--- config.mk ---
export PLATFORM = sky130hd
export DESIGN_NAME = addsub_pipe
export DESIGN_NICKNAME = d
export VERILOG_FILES = /design/src/rtl/addsub_pkg.sv /design/src/rtl/addsub_stage.sv /design/src/rtl/addsub_pipe.sv
export SDC_FILE = /design/constraint.sdc
export NUM_CORES = 1
export LEC_CHECK = 0
export BUFFER_PORTS_ARGS = -buffer_cell sky130_fd_sc_hd__buf_2
export CAP_MARGIN = 30
export CORE_ASPECT_RATIO = 1.4
export CORE_MARGIN = 3
export CORE_UTILIZATION = 57
export CTS_CLUSTER_DIAMETER = 100
export CTS_CLUSTER_SIZE = 10
export DETAILED_ROUTE_END_ITERATION = 16
export GPL_TIMING_DRIVEN = 0
export PLACE_DENSITY_LB_ADDON = 0.3
export SYNTH_ARGS = -nofsm -noshare
export SYNTH_HDL_FRONTEND = slang
export SYNTH_HIERARCHICAL = 1
export SYNTH_SLANG_ARGS = --single-unit
--- constraint.sdc ---
create_clock -name clk -period 3 [get_ports clk]
set_input_delay 0 -clock clk [delete_from_list [all_inputs] [get_ports clk]]
set_output_delay 0 -clock clk [all_outputs]
set_load 0.005 [all_outputs]
--- src/rtl/addsub_pkg.sv ---
// rtl/addsub_pkg.sv - shared constants and helpers for the pipelined adder/subtractor
package addsub_pkg;

    localparam logic ADD = 1'b0;
    localparam logic SUB = 1'b1;

    localparam int COUT   = 0;
    localparam int OVF    = 1;
    localparam int ZERO   = 2;
    localparam int NEG    = 3;
    localparam int NFLAGS = 4;

    function automatic int calc_stages(input int width, input int chunk);
        return (chunk < 1) ? 1 : width / chunk;
    endfunction

endpackage

--- src/rtl/addsub_stage.sv ---
// rtl/addsub_stage.sv - one CHUNK-bit combinational ripple segment of the pipelined adder
module addsub_stage #(
    parameter int CHUNK = 4
) (
    input  logic [CHUNK-1:0] a,
    input  logic [CHUNK-1:0] b,
    input  logic             cin,
    output logic [CHUNK-1:0] sum,
    output logic             cout,
    output logic             cmsb
);

    logic carry;

    // cmsb captures the carry entering the top bit, needed for signed overflow
    always_comb begin
        carry = cin;
        cmsb  = cin;
        sum   = '0;
        for (int i = 0; i < CHUNK; i++) begin
            cmsb   = carry;
            sum[i] = a[i] ^ b[i] ^ carry;
            carry  = (a[i] & b[i]) | (carry & (a[i] ^ b[i]));
        end
    end

    assign cout = carry;

endmodule

--- src/rtl/addsub_pipe.sv ---
// rtl/addsub_pipe.sv - pipelined two's-complement adder/subtractor with valid/ready flow control
module addsub_pipe
    import addsub_pkg::*;
#(
    parameter int WIDTH = 16,
    parameter int CHUNK = 4
) (
    input  logic             clk,
    input  logic             rst,
    input  logic             in_valid,
    output logic             in_ready,
    input  logic [WIDTH-1:0] in_a,
    input  logic [WIDTH-1:0] in_b,
    input  logic             in_sub,
    input  logic             in_cin,
    output logic             out_valid,
    input  logic             out_ready,
    output logic [WIDTH-1:0] out_sum,
    output logic             out_cout,
    output logic             out_ovf,
    output logic             out_zero,
    output logic             out_neg
);

    localparam int STAGES = calc_stages(WIDTH, CHUNK);

    if (CHUNK < 1 || (WIDTH % ((CHUNK < 1) ? 1 : CHUNK)) != 0 || STAGES < 1) begin : g_param_check
        $fatal(1, "addsub_pipe: WIDTH must be a positive multiple of CHUNK");
    end

    logic             adv;
    logic [WIDTH-1:0] st_a   [STAGES];
    logic [WIDTH-1:0] st_b   [STAGES];
    logic             st_c   [STAGES];
    logic             st_v   [STAGES];
    logic             st_sub [STAGES];
    logic [CHUNK-1:0] st_sum [STAGES];
    logic             st_co  [STAGES];
    logic             st_cm  [STAGES];
    logic [WIDTH-1:0] a_nxt  [STAGES];
    logic [WIDTH-1:0] b_nxt  [STAGES];

    logic             vld_q  [STAGES];
    logic [WIDTH-1:0] a_q    [STAGES];
    logic [WIDTH-1:0] b_q    [STAGES];
    logic             cy_q   [STAGES];
    logic             sub_q  [STAGES];

    logic [WIDTH-1:0]  sum_fin;
    logic [NFLAGS-1:0] flags_nxt;
    logic [NFLAGS-1:0] flags_q;

    assign adv      = !vld_q[STAGES-1] || out_ready;
    assign in_ready = adv;

    // The a word rotates right one chunk per stage while resolved sum chunks
    // enter at the top, so after the last stage it holds the full sum in order.
    for (genvar k = 0; k < STAGES; k++) begin : g_stage
        if (k == 0) begin : g_head
            assign st_a[k]   = in_a;
            assign st_b[k]   = (in_sub == SUB) ? ~in_b : in_b;
            assign st_c[k]   = (in_sub == ADD) ? in_cin : ~in_cin;
            assign st_v[k]   = in_valid;
            assign st_sub[k] = in_sub;
        end else begin : g_body
            assign st_a[k]   = a_q[k-1];
            assign st_b[k]   = b_q[k-1];
            assign st_c[k]   = cy_q[k-1];
            assign st_v[k]   = vld_q[k-1];
            assign st_sub[k] = sub_q[k-1];
        end

        addsub_stage #(
            .CHUNK (CHUNK)
        ) u_stage (
            .a    (st_a[k][CHUNK-1:0]),
            .b    (st_b[k][CHUNK-1:0]),
            .cin  (st_c[k]),
            .sum  (st_sum[k]),
            .cout (st_co[k]),
            .cmsb (st_cm[k])
        );

        assign a_nxt[k] = (st_a[k] >> CHUNK) | (WIDTH'(st_sum[k]) << (WIDTH - CHUNK));
        assign b_nxt[k] = (st_b[k] >> CHUNK) | (st_b[k] << (WIDTH - CHUNK));
    end

    assign sum_fin = a_nxt[STAGES-1];

    always_comb begin
        flags_nxt       = '0;
        flags_nxt[COUT] = st_co[STAGES-1] ^ st_sub[STAGES-1];
        flags_nxt[OVF]  = st_co[STAGES-1] ^ st_cm[STAGES-1];
        flags_nxt[ZERO] = (sum_fin == '0);
        flags_nxt[NEG]  = sum_fin[WIDTH-1];
    end

    always_ff @(posedge clk or posedge rst) begin
        if (rst) begin
            for (int i = 0; i < STAGES; i++) begin
                vld_q[i] <= 1'b0;
                a_q[i]   <= '0;
                b_q[i]   <= '0;
                cy_q[i]  <= 1'b0;
                sub_q[i] <= 1'b0;
            end
            flags_q <= '0;
        end else if (adv) begin
            for (int i = 0; i < STAGES; i++) begin
                vld_q[i] <= st_v[i];
                a_q[i]   <= a_nxt[i];
                b_q[i]   <= b_nxt[i];
                cy_q[i]  <= st_co[i];
                sub_q[i] <= st_sub[i];
            end
            flags_q <= flags_nxt;
        end
    end

    assign out_valid = vld_q[STAGES-1];
    assign out_sum   = a_q[STAGES-1];
    assign out_cout  = flags_q[COUT];
    assign out_ovf   = flags_q[OVF];
    assign out_zero  = flags_q[ZERO];
    assign out_neg   = flags_q[NEG];

endmodule

# --- After elaboration in Yosys (flattened, before gate mapping) ---
# Index checks and enable logic that the tools add are counted.
classes:
  bitwise_logic: 91
  mux: 2
  n_reduce_logical: 3
ops:
  columns: ["operator", "n"]
  rows:
  - ["$or 12x16->16", 4]
  - ["$xor 1x1->1", 34]
  - ["$and 1x1->1", 32]
  - ["$logic_not 16->1", 1]
  - ["$mux 16", 1]
  - ["$not 16->16", 1]
  - ["$or 1x1->1", 16]
  - ["$or 12x1->12 const B", 1]
  - ["$or 8x1->8 const B", 1]
  - ["$or 4x1->4 const B", 1]
  - ["$logic_not 1->1", 1]
  - ["$logic_or 1x1->1", 1]
  - ["$mux 1", 1]
  - ["$not 1->1", 1]
totals:
  register_bits: 102
  in_bits: 38
  word_cells: 114

# --- Logic depth before layout (Yosys ltp) ---
# Gate-level depths: netlist (run 1).
logic_depth:
  ltp_word: 11
  depth_mapped: 11
  ltp_nobuf: 9

# --- Cells and area by module ---
# Netlist (run 1), hierarchy kept.
modules_own_cells:
  columns: ["module", "area_per_inst_um2", "seq_area_each_um2", "instances", "cells_per_inst"]
  rows:
  - ["addsub_pipe", 4130.2, 2527.4, 1, 454]
  - ["addsub_stage", 110.1, 0.0, 4, 12]

# --- Least setup slack after synthesis (run 1) ---
# Ideal clock, no wire load.
synth_path:
  path_kind: "register to register"
  start: "register a_q[16] (netlist bit)"
  end: "register flags_q[2]"
  path_stages_with_launch: 10
  arrival_time_ps: 2192
  n_path_buf: 0
  setup_slack_ps: 725
  setup_ps: 83
  path_cell_list: "dfrtp_1 fa_1 inv_1 fa_1 fa_1 inv_1 fa_1 nor4_1 nand4_1 o21ai_0"
synth_lines:
  columns: ["element", "line_no", "text"]
  rows:
  - ["start, declared", "addsub_pipe.sv:44", "logic [WIDTH-1:0] a_q [STAGES];"]
  - ["start signal, assigned by index", "addsub_pipe.sv:111", "a_q[i] <= a_nxt[i];"]
  - ["end signal, assigned", "addsub_pipe.sv:116", "flags_q <= flags_nxt;"]
  - ["end, declared", "addsub_pipe.sv:51", "logic [NFLAGS-1:0] flags_q;"]

==> summary.md, run 1 <==
| Metric | Value |
|---|---|
| Slowest cell on the critical path | fa_1 |
| Via count | 3273 |
| Count of cell types in the netlist | 16 |
| Initial Utilization | 0.5862 |
| VDD IR max | between 500 and 600 uV |
| Simple-gate portion of the synthesized area | 0.2330 |
| CTS Sinks | roughly 100 |
| Worst reg-to-reg path cell count | 9 |
| Std-Cell Rows | 38 |
| Drt total wl | between 8 and 9 mm |
| Top FF cell, synth | dfrtp_1 |
| Initial antenna violation count | 0 |
| GR Overflow Total | 0 |
| Clock buffer count from CTS | 9 |
| Crit path kind | reg -> reg |
| Fillers | 617 |
| Avg Synthesized Cell Area | 9.105 um2 |
| Compound-cell area share of the yosys netlist | 0.01642 |
| Post-DP HPWL | 6.255 mm |
| Placed cells | around 660 |
| Worst hold path depth | 3 |
| Design Area, Final | around 5500 um2 |
| Die ar. | around 9000 um2 |
| RSZ-0062 raised after global routing | false |
| Mapped Cells | ~500 |
| Critical path's most frequent cell | fa_1 |
| Outcome | finished clean |
| Clk_skew | about 0.0096 ns |
| R2R setup slack | between 0.5 and 0.6 ns |
| Asr flop ratio synth | 1.000 |
| # DRC | 0 |
| Core area | around 7800 um2 |
| Nets | around 650 |
| Largest net degree at the start of global routing | 63 |
| Bufs on Longest Clock Path | 2 |
| Vias in the first global route | approximately 3400 |
| Post-CTS resize count | 0 |
| Multi-input gate area | 1627 um2 |
| Tot GR Track Use | 0.2124 |
| Max H-tree Level | 3 |
| Power per cell area | around 940 nW/um2 |
| Fraction of final layout cells sized beyond drive strength 1 | 0.1934 |
| Syn Nets | ~560 |
| Crit path required time | roughly 3.3 ns |
| Crit path capture type | flop |
| Min cycle time layout | roughly 2.5 ns |
| Area contributors post-synth | dfrtp_1, nand2_1, fa_1 |
| Fin crit share | 0.8297 |
| I/O Pins | 60 |
| Synth area leader | dfrtp_1 |
| Largest fanout on the critical path | 2 |
| Final core occ | 0.7084 |
| CTS root buf | clkbuf_8 |
| Mux share of post-synthesis cell area | 0 |
| 1st-iter DRT viols | 184 |
| DR WL met2 | 4.559 mm |
| Final Hold Fails | 0 |
| WL/cell | around 12 um |
| GP Congestion | around 0.86 |
| Area delta synth->final | 20.86% |
| R2R Path Start | a_q[16]$_DFFE_PP0P_ |
| Pre-CTS setup slack | around 0.56 ns |
| Post-synthesis xor/xnor area fraction | 0.03641 |
| Routed wl met3 | roughly 320 um |
| Fmax | about 400 MHz |
| P_leak | approximately 3.0 nW |
| DR vias/cell | approximately 4.6 |
| Port bufs | between 50 and 60 |
| Cell breakdown of the critical path | fa_1, inv_1, fa_1, fa_1, inv_1, fa_1, nor4_1, nand4_1, o21ai_0 |
| Synth Cell Area | ~4600 um2 |
| Crit Reg-Reg Endpoint | flags_q[2]$_DFFE_PP0P_ |
| Count leader, synth | nand2_1 |
| Antenna Nets Post-Route | 0 |
| Setup crit start | a_q[16]$_DFFE_PP0P_ |
| WP data arrival | about 2.8 ns |
| Final setup viols | 0 |
| Worst-Margin Slew | about 0.50 ns |
| Clk Latency, worst-skew pair | about 0.37 ns |
| Seq/Total Area, Yosys | 0.5530 |
| Max_slew headroom | 0.6681 |
| Inserted Diodes | 0 |
| First drt pass iteration count | 4 |
| Critical path launch point type | flop |
| Non-Filler Instances | approximately 700 |
| Post-synthesis adder-cell area fraction | 0.07008 |
| Slowest stage delay, CP | ~0.44 ns |
| CTS tree | built |
| Highest metal used | met4 |
| Die width | 81.68 um |
| Top-area cell type share of the netlist area | 0.5530 |
| Total negative slack | 0 ns |
| CTS clk-pin slew, worst paths | 0.10 ns |
| Largest family of logic cells by synthesized area | simple AND/OR/NAND/NOR gates |
| DIE HEIGHT | between 100 and 150 um |
| Storage element area | 2527 um2 |
| Worst Hold Class | in -> reg |
| Top cells by count, synth | nand2_1, dfrtp_1, inv_1 |
| First-pass GRT wire length | between 10 and 15 mm |
| Post-synth EDFFs | 0 |
| Metal-1 WL | around 3.5 mm |
| Max-cap violations | 0 |
| Slew Viols, Final | 0 |
| Yosys reg bits | between 100 and 150 |
| Setup Fix Bufs, Post-CTS | 0 |
| CP Capture Point | flags_q[2]$_DFFE_PP0P_ |
| Placed Area | 5016 um2 |
| Synth warnings | 6 |
| Worst setup margin | just over 0.5 ns |
[worst max-delay path: cells and delay by family (launching register included)]
kind            cells  cell delay (ns)
simple gates        2             0.33
buf+inv             2             0.16
fa+ha+maj           4             1.37
flops               1             0.39
compound gates      1             0.16
[how the worst min path moves through the flow]
| stage | start | to | slack (ns) |
|---|---|---|---|
| finish | in_sub | b_q[54]$_DFFE_PP0P_ | 0.02 |
| floorplan | in_valid | st_v[2]$_DFFE_PP0P_ | 0.11 |
| detailed placement | rst | out_valid$_DFFE_PP0P_ | 0.07 |
| global placement | in_a[15] | a_q[59]$_DFFE_PP0P_ | 0.20 |
| global route | in_sub | b_q[54]$_DFFE_PP0P_ | 0.04 |
| CTS | in_sub | b_q[54]$_DFFE_PP0P_ | 0.002 |
[area by class of cell]
type | count | share of cell area
clock inverters | 7 | 0.01880
inverters | 34 | 0.02356
flip-flops and latches | 101 | 0.4575
clock buffers | 9 | 0.02242
multi-input cells | 327 | 0.2945
well taps | 100 | 0.02265
repair buffers | 87 | 0.1083
plain buffers | 40 | 0.05232
[flip-flops by register name, summed over array words and instances, names as in the netlist]
| register | count |
|---|---|
| a_q | 48 |
| out_valid | 1 |
| st_sub | 3 |
| out_sum | 15 |
| st_v | 3 |
| flags_q | 4 |
| b_q | 24 |
| cy_q | 3 |
[metal layers]
metal	global-route usage	up-vias
li1	-	1669
met1	0.2513	1518
met2	0.3618	68
met3	0.03479	18
met4	0.1142	0
met5	0	-
[power breakdown]
part / internal [mW] / switching, mW / leakage (nW)
registers: 1.96 / 0.368 / 1.23
clock network: 0.483 / 0.486 / 0.115
logic: 0.876 / 1.04 / 1.67
total: 3.32 / 1.89 / 3.01
[stage by stage]
| stage | total power, mW | hold WS [ns] |
|---|---|---|
| 6_report | 5.209 | 0.01623 |
| 5_1_grt | 5.667 | 0.03503 |
| 4_1_cts | 5.258 | 0.002116 |
| 3_5_place_dp | 4.260 | 0.07278 |
| 3_3_place_gp | 4.152 | 0.1968 |
| 2_1_floorplan | 3.664 | 0.1125 |
[layout by cell type (no fill, tap or decap), drive strengths merged]
| master | Yosys | layout |
|---|---|---|
| clkbuf | 1 | 10 |
| xor2 | 5 | 5 |
| bufinv | 0 | 2 |
| xnor2 | 14 | 14 |
| dfrtp | 101 | 101 |
| nor4 | 4 | 4 |
| buf | 39 | 98 |
| dlygate4sd3 | 0 | 28 |
| o21ai | 15 | 15 |
| nand4 | 1 | 1 |
| nand2b | 1 | 1 |
| clkinv | 0 | 1 |
| fa | 16 | 16 |
| inv | 34 | 38 |
| nand2 | 270 | 270 |
| nor2b | 1 | 1 |
[cell families (layout without fill, tap and decap cells)]
logic type / count (synthesis) / in the layout
simple gates: 277 / 277
flops: 101 / 101
xor+xnor: 19 / 19
fa+ha+maj: 16 / 16
compound gates: 15 / 15
buf+inv: 74 / 177
[what timing repair did]
| action | CTS | global route |
|---|---|---|
| hold endpoints to repair | 64 | 0 |
| endpoints found under the setup margin | 0 | 0 |
| hold buffers | 28 | 0 |
No activity file was read; power rests on OpenSTA's default activity.
==> run 2: changes to the inputs <==
- CORE_UTILIZATION: 57 -> 52
- clock period: 3 -> 2.1 ns (I/O delays scaled with it)
==> run 2 against run 1 <==
Against the previous run:
- the flow now finishes with violations (setup timing)
- clock power grew 67%
- critical path depth is the same
- clock skew shrank 0.0054 ns
- register-to-register slack lost 0.73 ns
- first-iteration DRC count shrank 25%
- sequential share of layout area shrank 0.96 points
- setup slack lost 0.73 ns
- count of clock-buffer cells in the layout grew 3
- non-clock buffer count grew 1
- wire length shrank 0.24%
- largest cell class unchanged
- largest power group unchanged
- highest routed layer unchanged
==> summary.md, run 2 (synthesis results as in run 1) <==
| Metric | Value |
|---|---|
| Outcome | finished, violations left |
| Failing checks | setup timing |
| Worst Hold Class | in -> reg |
| Initial Utilization | 0.5478 |
| Reg with most FFs | a_q |
| Max-cap violations | 0 |
| Worst-Margin Slew | around 0.67 ns |
| Post-DP HPWL | between 6 and 7 mm |
| Placed cells | around 660 |
| CTS tree | built |
| Largest register FFs | 48 |
| I/O Pins | 60 |
| Non-Filler Instances | 708 |
| Nets | ~660 |
| # DRC | 0 |
| Fmax | 431.0 MHz |
| Min cycle time layout | 2.320 ns |
| Worst setup margin | -0.2203 ns |
| Pre-CTS setup slack | -0.3501 ns |
| Metal-1 WL | 3.522 mm |
| CTS Sinks | slightly above 100 |
| Count of buffer and inverter cells on the critical path | 2 |
| Die width | between 80 and 90 um |
| Delay-heaviest family, CP | adder cells |
| Power per cell area | 1390 nW/um2 |
| DR vias/cell | 4.607 |
| Vias in the first global route | ~3200 |
| 1st-iter DRT viols | 138 |
| Inserted Diodes | 0 |
| Via count | 3262 |
| DIE HEIGHT | approximately 120 um |
| Final setup viols | 4 |
| R2R setup slack | -0.22 ns |
| DR WL met2 | ~4.6 mm |
| Port bufs | between 50 and 60 |
| Tot GR Track Use | 0.1904 |
| WL/cell | roughly 12 um |
| First drt pass iteration count | 4 |
| Slew Viols, Final | 0 |
| Largest net degree at the start of global routing | 40 |
| Initial antenna violation count | 0 |
| P_leak | 3.039 nW |
| WP data arrival | 2.59 ns |
| Std-Cell Rows | 39 |
| Commonest non-fill, non-tap cell in the layout | nand2_1 |
| Most frequent cells in the layout | nand2_1, dfrtp_1, buf_2 |
| CTS root buf | clkbuf_16 |
| Storage element area | roughly 2500 um2 |
| VDD IR max | between 600 and 700 uV |
| Core area | 8344 um2 |
| Max H-tree Level | 3 |
| R2R Path Start | a_q[16]$_DFFE_PP0P_ |
| First-pass GRT wire length | between 10 and 15 mm |
| Clk_skew | between 0.004 and 0.005 ns |
| Fraction of final layout cells sized beyond drive strength 1 | 0.2162 |
| Fin crit share | 1.105 |
| Crit path required time | around 2.4 ns |
| Cell breakdown of the critical path | fa_1, inv_1, fa_2, fa_2, inv_2, fa_1, nor4_2, nand4_1, o21ai_1 |
| Setup crit start | a_q[16]$_DFFE_PP0P_ |
| Routed wl met3 | about 280 um |
| Slowest stage delay, CP | 0.49 ns |
| Fillers | 661 |
| Antenna Nets Post-Route | 0 |
| Hold_sp | in_sub |
| Total negative slack | -0.4510 ns |
| Multi-input gate area | about 1700 um2 |
| Final Hold Fails | 0 |
| Die ar. | ~10000 um2 |
| Critical path launch point type | flop |
| Largest fanout on the critical path | 2 |
| Crit path capture type | flop |
| CTS clk-pin slew, worst paths | about 0.060 ns |
| Max_slew headroom | 0.5531 |
| Clock buffer count from CTS | 9 |
| Area delta synth->final | 23.46% |
| GP Congestion | about 0.82 |
| Crit path kind | reg -> reg |
| Highest metal used | met4 |
| GR Overflow Total | 0 |
| Clk Latency, worst-skew pair | 0.34 ns |
| Bufs on Longest Clock Path | 2 |
| Slowest cell on the critical path | fa_1 |
| Drt total wl | ~8.6 mm |
| RSZ-0062 raised after global routing | true |
[run 2: path summary, 6_finish.rpt]
| path | end | cells past startpoint |
|---|---|---|
| max | flags_q[2]$_DFFE_PP0P_ | 9 |
| min | b_q[55]$_DFFE_PP0P_ | 3 |
| max reg2reg | flags_q[2]$_DFFE_PP0P_ | 9 |
| min reg2reg | out_sum[10]$_DFFE_PP0P_ | 2 |
| max in group asynchronous | st_sub[0]$_DFFE_PP0P_ | 4 |
| min in group asynchronous | out_sum[8]$_DFFE_PP0P_ | 3 |
[run 2: layout make-up]
type / count / area share
Buffer: 40 / 0.05255
Clock buffer: 12 / 0.04368
Clock inverter: 4 / 0.008426
Inverter: 34 / 0.02328
Multi-Input combinational cell: 327 / 0.2942
Sequential cell: 101 / 0.4479
Tap cell: 102 / 0.02262
Timing Repair Buffer: 88 / 0.1073
[run 2: per-stage QoR]
step	power, mW	util	hold slack, ns	cell area, um2
floorplan	5.253	-	0.1125	4594
detailed placement	6.117	0.6055	0.1294	5052
global placement	5.971	0.6007	0.1978	5012
global route	8.514	0.6763	0.02446	5643
CTS	7.879	0.6746	0.007727	5629
finish	7.845	0.6763	0.01859	5643
[run 2: worst reg2reg max path, stage by stage, from the launching register on]
cell and delay, ns:
dfrtp_1 0.40, fa_1 0.41, inv_1 0.08, fa_2 0.21, fa_2 0.19, inv_2 0.05
fa_1 0.49, nor4_2 0.15, nand4_1 0.12, o21ai_1 0.14
[run 2: where the power goes]
| group | switching, mW | internal (mW) | total (mW) | leakage [nW] |
|---|---|---|---|---|
| Sequential | 0.529 | 2.80 | 3.33 | 1.23 |
| Combinational | 1.55 | 1.34 | 2.90 | 1.67 |
| Clock | 0.664 | 0.952 | 1.62 | 0.143 |
[run 2: timing repair]
item                       in CTS  in global routing
buffers inserted                2                  0
resized for setup               3                  7
hold buffers                   26                  0
setup endpoints to repair       4                  6
pin swaps                       3                  3
hold endpoints to repair       53                  0
gates cloned                    0                  0
[run 2: routing by layer]
metal | up-vias | track usage
met5 | - | 0
met4 | 0 | 0.08131
met3 | 16 | 0.03361
met2 | 58 | 0.3454
met1 | 1504 | 0.2216
li1 | 1684 | -
==> run 3: changes to the inputs <==
- CTS_BUF_LIST: not set -> sky130_fd_sc_hd__clkbuf_8 sky130_fd_sc_hd__clkbuf_16
==> run 3 against run 2 <==
Against the previous run:
- fmax increased by 0.10%
- cell area unchanged
- core utilization unchanged
- final cell count is the same
- highest routed layer unchanged
- critical path depth unchanged
- clock skew barely moved
- global-route usage did not move
- register-to-register slack about the same
- total power decreased by 0.20%
- sequential power about the same
- wire length increased by 0.12%
- the run still ends with setup timing left
- via count down 0.34%
- critical endpoint unchanged
- largest cell class unchanged
==> summary.md, run 3 (synthesis results as in run 1) <==
| Metric | Value |
|---|---|
| Delay-heaviest family, CP | adder cells |
| Tot GR Track Use | 0.1904 |
| Bufs on Longest Clock Path | 2 |
| # DRC | 0 |
| First drt pass iteration count | 4 |
| Cell breakdown of the critical path | fa_1, inv_1, fa_2, fa_2, inv_2, fa_1, nor4_2, nand4_1, o21ai_1 |
| Largest register FFs | 48 |
| Fraction of final layout cells sized beyond drive strength 1 | 0.2162 |
| Std-Cell Rows | 39 |
| DR vias/cell | roughly 4.6 |
| Largest net degree at the start of global routing | 40 |
| Slowest stage delay, CP | 0.49 ns |
| VDD IR max | roughly 660 uV |
| Critical path launch point type | flop |
| Worst Hold Class | in -> reg |
| Initial antenna violation count | 0 |
| Commonest non-fill, non-tap cell in the layout | nand2_1 |
| Crit path required time | between 2 and 2.5 ns |
| 1st-iter DRT viols | between 100 and 150 |
| CTS clk-pin slew, worst paths | roughly 0.06 ns |
| Vias in the first global route | 3213 |
| Max-cap violations | 0 |
| Die ar. | 9967 um2 |
| Final Hold Fails | 0 |
| Routed wl met3 | roughly 300 um |
| WL/cell | around 12 um |
| Post-DP HPWL | ~6.3 mm |
| Count of buffer and inverter cells on the critical path | 2 |
| Port bufs | between 50 and 60 |
| Clk Latency, worst-skew pair | around 0.34 ns |
| Reg with most FFs | a_q |
| DR WL met2 | around 4.6 mm |
| Final setup viols | 4 |
| Highest metal used | met4 |
| Die width | 85.24 um |
| WP data arrival | between 2 and 3 ns |
| Worst setup margin | -0.2178 ns |
| Crit path capture type | flop |
| Outcome | finished, violations left |
| I/O Pins | 60 |
| CTS tree | built |
| DIE HEIGHT | roughly 120 um |
| Min cycle time layout | roughly 2.3 ns |
| Largest fanout on the critical path | 2 |
| GR Overflow Total | 0 |
| Antenna Nets Post-Route | 0 |
| Post-layout power | roughly 7.8 mW |
| Core area | 8344 um2 |
| CTS root buf | clkbuf_16 |
| Max H-tree Level | 3 |
| Clock buffer count from CTS | 9 |
| Failing checks | setup timing |
| Final core occ | 0.6763 |
| Via count | 3251 |
| P_leak | 3.047 nW |
| CTS Sinks | slightly above 100 |
| Initial Utilization | 0.5478 |
| Fmax | around 430 MHz |
| Placed Area | between 5000 and 6000 um2 |
| Most frequent cells in the layout | nand2_1, dfrtp_1, buf_2 |
| Crit path kind | reg -> reg |
| RSZ-0062 raised after global routing | true |
| Area delta synth->final | 23.46% |
| Power per cell area | between 1000 and 1500 nW/um2 |
| Hold WS | about 0.017 ns |
| Metal-1 WL | between 3 and 4 mm |
| Design Area, Final | 5643 um2 |
| Slew Viols, Final | 0 |
| First-pass GRT wire length | ~15 mm |
| Fillers | between 600 and 700 |
| Fin crit share | 1.104 |
| Drt total wl | between 8 and 9 mm |
| Nets | between 600 and 700 |
| Inserted Diodes | 0 |
| Pre-CTS setup slack | -0.3501 ns |
| Worst-Margin Slew | 0.6660 ns |
| Clk_skew | 0.003741 ns |
| Slowest cell on the critical path | fa_1 |
| Max_slew headroom | 0.5551 |
| GP Congestion | around 0.82 |
[run 3: timing repair]
| action | 4_1_cts | 5_1_grt |
|---|---|---|
| endpoints found under the hold margin | 53 | 0 |
| gates cloned | 0 | 0 |
| setup endpoints to repair | 4 | 6 |
| pin swaps | 3 | 3 |
| resized for setup | 3 | 7 |
| setup buffers | 2 | 0 |
| hold buffers | 26 | 0 |
[run 3: power breakdown]
group          switching, mW  total (mW)  internal, mW  leakage [nW]
Sequential             0.529        3.33          2.80          1.23
Clock                  0.668        1.61         0.942         0.151
Combinational           1.55        2.89          1.34          1.67
[run 3: layer usage]
layer  GRT usage  vias to the layer above
met3     0.03361                       16
met2      0.3454                       61
met5           0                        -
met1      0.2216                     1492
met4     0.08131                        0
li1            -                     1682
[run 3: final cells by class]
| type | count | area, um2 | area share |
|---|---|---|---|
| Sequential cell | 101 | 2527 | 0.4479 |
| Clock buffer | 10 | 239.0 | 0.04235 |
| Clock inverter | 6 | 55.05 | 0.009756 |
| Tap cell | 102 | 127.6 | 0.02262 |
| Inverter | 34 | 131.4 | 0.02328 |
| Timing Repair Buffer | 88 | 605.6 | 0.1073 |
| Multi-Input combinational cell | 327 | 1660 | 0.2942 |
| Buffer | 40 | 296.5 | 0.05255 |
[run 3: path summary, 6_finish.rpt]
path,slack [ns],to,startpoint,cells past startpoint
max,-0.22,flags_q[2]$_DFFE_PP0P_,a_q[16]$_DFFE_PP0P_,9
min,0.02,b_q[55]$_DFFE_PP0P_,in_sub,3
max reg2reg,-0.22,flags_q[2]$_DFFE_PP0P_,a_q[16]$_DFFE_PP0P_,9
min reg2reg,0.47,out_sum[3]$_DFFE_PP0P_,out_sum[3]$_DFFE_PP0P_,2
max in group asynchronous,1.20,st_sub[0]$_DFFE_PP0P_,rst,4
min in group asynchronous,0.30,out_sum[8]$_DFFE_PP0P_,rst,3
[run 3: worst min-delay path: stages]
cell and delay, ns:
buf_6 0.13, xnor2_1 0.12, o21ai_0 0.06
[run 3: metrics by stage]
stage	setup TNS, ns	std cells
2_1_floorplan	-0.1437	502
3_3_place_gp	-0.3363	662
3_5_place_dp	-0.4724	664
4_1_cts	-0.4002	708
5_1_grt	-0.9270	708
6_report	-0.4435	708
